[config.mk]
export PLATFORM = sky130hd
export DESIGN_NAME = packet_capture
export DESIGN_NICKNAME = d
export VERILOG_FILES = /design/src/rtl/packet_capture.sv
export SDC_FILE = /design/constraint.sdc
export NUM_CORES = 1
export LEC_CHECK = 0
export BUFFER_PORTS_ARGS = -buffer_cell sky130_fd_sc_hd__buf_2
export CORE_MARGIN = 8
export CORE_UTILIZATION = 58
export CTS_CLUSTER_DIAMETER = 40
export CTS_CLUSTER_SIZE = 16
export DETAILED_ROUTE_END_ITERATION = 8
export HOLD_SLACK_MARGIN = 0.1
export PLACE_DENSITY = 0.88
export SYNTH_ARGS = -nofsm -noshare
export SYNTH_HDL_FRONTEND = slang
export SYNTH_SLANG_ARGS = --single-unit
export TNS_END_PERCENT = 5
[constraint.sdc]
create_clock -name clk -period 2.34 [get_ports clk]
set_input_delay 0.234 -clock clk [delete_from_list [all_inputs] [get_ports clk]]
set_output_delay 0.234 -clock clk [all_outputs]
set_load 0.02 [all_outputs]
[src/rtl/packet_capture.sv]
// packet_capture: deserialises a length-prefixed, XOR-checksummed packet that
// follows the sync word. The stream arrives one bit per cycle, MSB first. The
// block emits one strobe per payload byte and a done pulse (with ok/err) at the
// end so the upstream detector can re-arm its sync search.
module packet_capture #(
   parameter int unsigned MAX_LEN  = 64,
   parameter bit          CKSUM_EN = 1'b1
) (
   input  logic       clk,
   input  logic       rst_n,
   input  logic       data,
   input  logic       newpacket,
   output logic       done,
   output logic [7:0] byte_out,
   output logic       byte_valid,
   output logic [7:0] pkt_len,
   output logic       pkt_ok,
   output logic       pkt_err,
   output logic       busy
);

   localparam logic [7:0] MAX_LEN_B = 8'(MAX_LEN);

   typedef enum logic [2:0] {
      ST_IDLE,
      ST_HDR,
      ST_PAYLOAD,
      ST_CKSUM,
      ST_DONE
   } state_t;

   state_t     state_q, state_d;

   // Bit position inside the current byte; wraps 7 -> 0 so it never needs an
   // explicit clear between bytes.
   logic [2:0] bit_cnt_q, bit_cnt_d;
   // The seven bits received so far of the current byte; the eighth bit is
   // taken straight from the data input when the byte completes.
   logic [6:0] shift_q, shift_d;
   logic [7:0] byte_cnt_q, byte_cnt_d;
   logic [7:0] cksum_q, cksum_d;

   // Registered outputs
   logic       done_q, done_d;
   logic [7:0] byte_out_q, byte_out_d;
   logic       byte_valid_q, byte_valid_d;
   logic [7:0] pkt_len_q, pkt_len_d;
   logic       pkt_ok_q, pkt_ok_d;
   logic       pkt_err_q, pkt_err_d;
   logic       busy_q, busy_d;

   // Helpers shared by the shifting states
   logic [7:0] byte_now;
   logic       last_bit;
   logic [7:0] byte_cnt_inc;
   logic       trailer_bad;

   assign byte_now     = {shift_q, data};
   assign last_bit     = (bit_cnt_q == 3'd7);
   assign byte_cnt_inc = byte_cnt_q + 8'd1;
   assign trailer_bad  = CKSUM_EN && (byte_now != cksum_q);

   // State and datapath registers; reset aborts any packet without a done.
   always_ff @(posedge clk) begin
      if (!rst_n) begin
         state_q      <= ST_IDLE;
         bit_cnt_q    <= 3'd0;
         shift_q      <= 7'd0;
         byte_cnt_q   <= 8'd0;
         cksum_q      <= 8'd0;
         done_q       <= 1'b0;
         byte_out_q   <= 8'd0;
         byte_valid_q <= 1'b0;
         pkt_len_q    <= 8'd0;
         pkt_ok_q     <= 1'b0;
         pkt_err_q    <= 1'b0;
         busy_q       <= 1'b0;
      end else begin
         state_q      <= state_d;
         bit_cnt_q    <= bit_cnt_d;
         shift_q      <= shift_d;
         byte_cnt_q   <= byte_cnt_d;
         cksum_q      <= cksum_d;
         done_q       <= done_d;
         byte_out_q   <= byte_out_d;
         byte_valid_q <= byte_valid_d;
         pkt_len_q    <= pkt_len_d;
         pkt_ok_q     <= pkt_ok_d;
         pkt_err_q    <= pkt_err_d;
         busy_q       <= busy_d;
      end
   end

   // Next-state and next-output logic; strobes default low, data outputs hold.
   always_comb begin
      state_d      = state_q;
      bit_cnt_d    = bit_cnt_q;
      shift_d      = shift_q;
      byte_cnt_d   = byte_cnt_q;
      cksum_d      = cksum_q;
      byte_out_d   = byte_out_q;
      pkt_len_d    = pkt_len_q;
      byte_valid_d = 1'b0;
      pkt_ok_d     = 1'b0;
      pkt_err_d    = 1'b0;

      case (state_q)
         ST_IDLE: begin
            // The bit present in the same cycle as newpacket is header bit 7.
            if (newpacket) begin
               shift_d    = {6'd0, data};
               bit_cnt_d  = 3'd1;
               byte_cnt_d = 8'd0;
               cksum_d    = 8'd0;
               state_d    = ST_HDR;
            end
         end

         ST_HDR: begin
            shift_d   = byte_now[6:0];
            bit_cnt_d = bit_cnt_q + 3'd1;
            if (last_bit) begin
               pkt_len_d = byte_now;
               cksum_d   = byte_now;
               if (byte_now > MAX_LEN_B) begin
                  // Oversize: skip payload and trailer entirely.
                  pkt_err_d = 1'b1;
                  state_d   = ST_DONE;
               end else if (byte_now == 8'd0) begin
                  state_d = ST_CKSUM;
               end else begin
                  state_d = ST_PAYLOAD;
               end
            end
         end

         ST_PAYLOAD: begin
            shift_d   = byte_now[6:0];
            bit_cnt_d = bit_cnt_q + 3'd1;
            if (last_bit) begin
               byte_out_d   = byte_now;
               byte_valid_d = 1'b1;
               cksum_d      = cksum_q ^ byte_now;
               byte_cnt_d   = byte_cnt_inc;
               if (byte_cnt_inc == pkt_len_q) begin
                  state_d = ST_CKSUM;
               end
            end
         end

         ST_CKSUM: begin
            // Trailer is always consumed; it is only judged when checking is on.
            shift_d   = byte_now[6:0];
            bit_cnt_d = bit_cnt_q + 3'd1;
            if (last_bit) begin
               pkt_ok_d  = !trailer_bad;
               pkt_err_d = trailer_bad;
               state_d   = ST_DONE;
            end
         end

         ST_DONE: begin
            // Hold done until the detector lets go of newpacket.
            if (!newpacket) begin
               state_d = ST_IDLE;
            end
         end

         default: begin
            state_d = ST_IDLE;
         end
      endcase

      done_d = (state_d == ST_DONE);
      busy_d = (state_d != ST_IDLE);
   end

   assign done       = done_q;
   assign byte_out   = byte_out_q;
   assign byte_valid = byte_valid_q;
   assign pkt_len    = pkt_len_q;
   assign pkt_ok     = pkt_ok_q;
   assign pkt_err    = pkt_err_q;
   assign busy       = busy_q;

endmodule
==> summary.md <==
| Metric | Value |
|---|---|
| Status | `completed` |
| Final max-slew violation count | `0` |
| Multi-input logic area | `1380 sq um` |
| Crit. path cell count | `5` |
| Inserted Clock Buffers | `5` |
| Total internal power | `1.14 mW` |
| Startpoint Class | `register` |
| Hold buffers post-CTS | `0` |
| Global-route wire length before repair | `9.38 mm` |
| GP Congestion | `0.919` |
| Layout cells sized above 1 | `13.8%` |
| Yosys warnings | `0` |
| Hold depth | `3` |
| R2R Path Start | `state_q[1]` |
| Die width | `81.5 microns` |
| Register bit total from synthesis | `50` |
| Area share of the largest cell type after synthesis | `40.2%` |
| Fillers | `340` |
| # setup viols final | `0` |
| Register area share after synthesis | `40.2%` |
| Fin. Hold Viols | `0` |
| Tmin final | `2.12 ns` |
| Fin Setup TNS | `0 ns` |
| Setup crit end | `state_q[0]` |
| Cells after DPL | `363` |
| Fin cells | `371` |
| CTS H-tree lvls | `2` |
| Syn_nets | `314` |
| Final instance area | `2700 sq um` |
| Hpwl dp | `3.96 mm` |
| Switching share of power | `24.6%` |
| Crit path max fanout | `14` |
| # port buffers | `24` |
| Leakage | `1.03 nW` |
| Tightest Pin Transition | `0.723 ns` |
| Post-Syn Area | `2490 sq um` |
| Arr. time, crit path | `2.36 ns` |
| N_diodes | `0` |
| Asr flop ratio synth | `0%` |
| Post-synthesis instance total | `307` |
| Combinational Power Share | `6.5%` |
| Fmax | `471 MHz` |
| Largest stage delay on the critical path | `0.62 ns` |
| Largest cells by area after synthesis | `dfxtp_1 (40%), a21boi_0 (8.4%), nand2_1 (7.5%), o21ai_0 (4.8%), nor2b_1 (3.8%)` |
| Avg Vias per Cell | `5.91` |
| Power Density | `561 nW/um^2` |
| Slew HR | `51.6%` |
| Worst Hold Slack | `0.256 ns` |
| Avg WL per Cell | `15.5 microns` |
| Rows | `24` |
| Max stage delay cell, worst path | `dfxtp_1` |
| Layout Nets | `325` |
| 1st-iter DRT viols | `198` |
| Largest net degree at the start of global routing | `31` |
| Total power | `1.51 mW` |
| RSZ-0062 raised after global routing | `false` |
| RR Endpoint | `state_q[0]` |
| Sequential cell area | `1000 sq um` |
| Starting Density | `58.8%` |
| Clock Tree Buf Depth | `2` |
| Post-synth EDFFs | `0` |
| Seq pwr share | `57.6%` |
| Area post-placement | `2600 sq um` |
| Post-CTS Setup Bufs | `0` |
| Root buf cell | `clkbuf_8` |
| Top delay family on crit path | `simple AND/OR/NAND/NOR gates` |
| Die ar. | `6650 sq um` |
| Crit path from | `state_q[1]` |
| CTS Sinks | `50` |
| Vias post-DR | `2191` |
| Main synth FF type | `dfxtp_1` |
| Critical path class | `reg -> reg` |
| Vias in the first global route | `2004` |
| Clock slew at the register clock pins of the worst setup and hold paths | `0.10 ns` |
| Type of the worst min-delay path | `in -> reg` |
| Worst path bufs/invs | `0` |
| CTS tree | `built` |
| Period utilisation layout | `90.6%` |
| Clock Latency Late Sink | `0.30 ns` |
| Max-cap violations | `0` |
| DR DRC count | `0` |
| Maximum vdd drop | `427 uV` |
| CP Data Required Time | `2.58 ns` |
| Cell accounting for the most synthesized area | `dfxtp_1` |
| Crit-path cells | `nor3b_4, and2_4, nand4_1, or4_1, o21ai_1` |
| Grt ovf | `0` |
| Mean Syn Cell Area | `8.11 sq um` |
| Die height | `81.5 microns` |
| Post-route ant nets | `0` |
| Initial antenna violation count | `0` |
| Drt pass-1 iters | `4` |
| I/O pin cnt | `25` |
| GRT Overall Usage | `17.8%` |
| Synth cell types | `39` |
| Sw power | `0.373 mW` |
| Area Growth Syn to Fin | `8.24%` |
| Clock share of power | `35.9%` |
| R2R depth | `5` |
| Core footprint | `4230 sq um` |
| Critical Path End Type | `register` |
| Post-CTS sizing | `0` |
| Reg-to-reg slack, setup | `0.22 ns` |
| Routed WL | `5.73 mm` |
| Worst Skew | `0.00852 ns` |
-- final cells by class --
cell class                      count  share of cell area, %
Clock inverter                      2                  0.604
Inverter                            1                  0.139
Timing Repair Buffer               28                   5.57
Clock buffer                        6                   3.06
Multi-Input combinational cell    232                   51.1
Tap cell                           52                   2.41
Sequential cell                    50                   37.1
-- per-layer routing --
layer  track usage, %  part of all wire (%)  routed length [microns]  vias up
met5                0                     0                        0        -
met3             5.25                   6.2                      357        7
li1                 -                     -                        -     1078
met2             28.4                    48                     2730       67
met1             22.3                    45                     2590     1039
met4             6.07                  0.99                       57        0
-- sequential cells by signal, indices dropped and copies added (netlist names) --
register    cells
done            1
cksum_q         8
pkt_len         8
shift_q         7
byte_cnt_q      8
busy            1
state_q         3
pkt_ok          1
byte_out        8
pkt_err         1
byte_valid      1
bit_cnt_q       3
-- worst reg2reg max path, stage by stage (launching register included) --
cell,delay [ns]
dfxtp_1,0.62
nor3b_4,0.42
and2_4,0.28
nand4_1,0.10
or4_1,0.53
o21ai_1,0.13
-- metrics by stage --
stage               setup WS (ns)  utilization [%]
finish                      0.219             63.7
global route               0.0852             63.7
CTS                         0.259             63.7
detailed placement          0.301             61.3
global placement            0.382             61.3
floorplan                   0.576                -
-- cells in the final DEF, fill, tap and decap left out, types with 2 or more instances in the layout --
master and count:
nor2b_1 15, buf_2 24, or3_1 2, nor4_1 4, nand4_1 2, o21ai_0 24
and2_1 3, nor3b_1 2, xor2_1 10, buf_4 4, nand2b_1 4, clkbuf_8 6
nand2_1 50, dfxtp_1 50, nor2_1 17, xnor2_1 7, a21oi_1 9, or2_2 4
nand3_1 13, a21boi_0 28, ha_1 3, a22oi_1 8, o21bai_1 2, nor3_1 8
mux2i_1 2, o21a_1 3
-- logic make-up after synthesis --
| kind of cell | synth area share [%] |
|---|---|
| and+or+nand+nor | 25.5 |
| AOI/OAI and AO/OA | 21.5 |
| DFF | 40.2 |
| buffers and inverters | 4.52 |
| xor gates and xnor gates | 5.98 |
| adders and majority gates | 1.51 |
| muxes | 0.804 |
-- power by group through the flow --
stage / registers [mW] / logic, mW / clock network [mW]
after floorplan: 0.884 / 0.0800 / 0
after global placement: 0.890 / 0.0930 / 0
after detailed placement: 0.890 / 0.0965 / 0
after CTS: 0.870 / 0.0973 / 0.549
after global routing: 0.872 / 0.107 / 0.592
final: 0.871 / 0.0988 / 0.543
-- synthesized netlist by cell type, types with 2 or more instances --
cell type	number
nor4_1	4
mux2i_1	2
a22oi_1	8
nand2b_1	4
ha_1	3
a21boi_0	28
o21a_1	3
a21oi_1	9
or3_1	2
and2_1	3
nand4_1	2
nor2b_1	15
or2_2	4
clkbuf_1	22
dfxtp_1	50
xor2_1	10
nand2_1	50
o21ai_0	24
xnor2_1	7
nor3_1	8
nor2_1	17
o21bai_1	2
nand3_1	13
nor3b_1	2
-- worst min-delay path by stage --
stage | startpoint | endpoint | slack [ns]
4_1_cts | data | pkt_len[0] | 0.25
6_report | data | pkt_len[0] | 0.26
3_5_place_dp | byte_out[6] | byte_out[6] | 0.45
2_1_floorplan | rst_n | state_q[0] | 0.46
5_1_grt | data | byte_out[0] | 0.26
3_3_place_gp | byte_out[6] | byte_out[6] | 0.45
(Power assumes the default switching activity.)
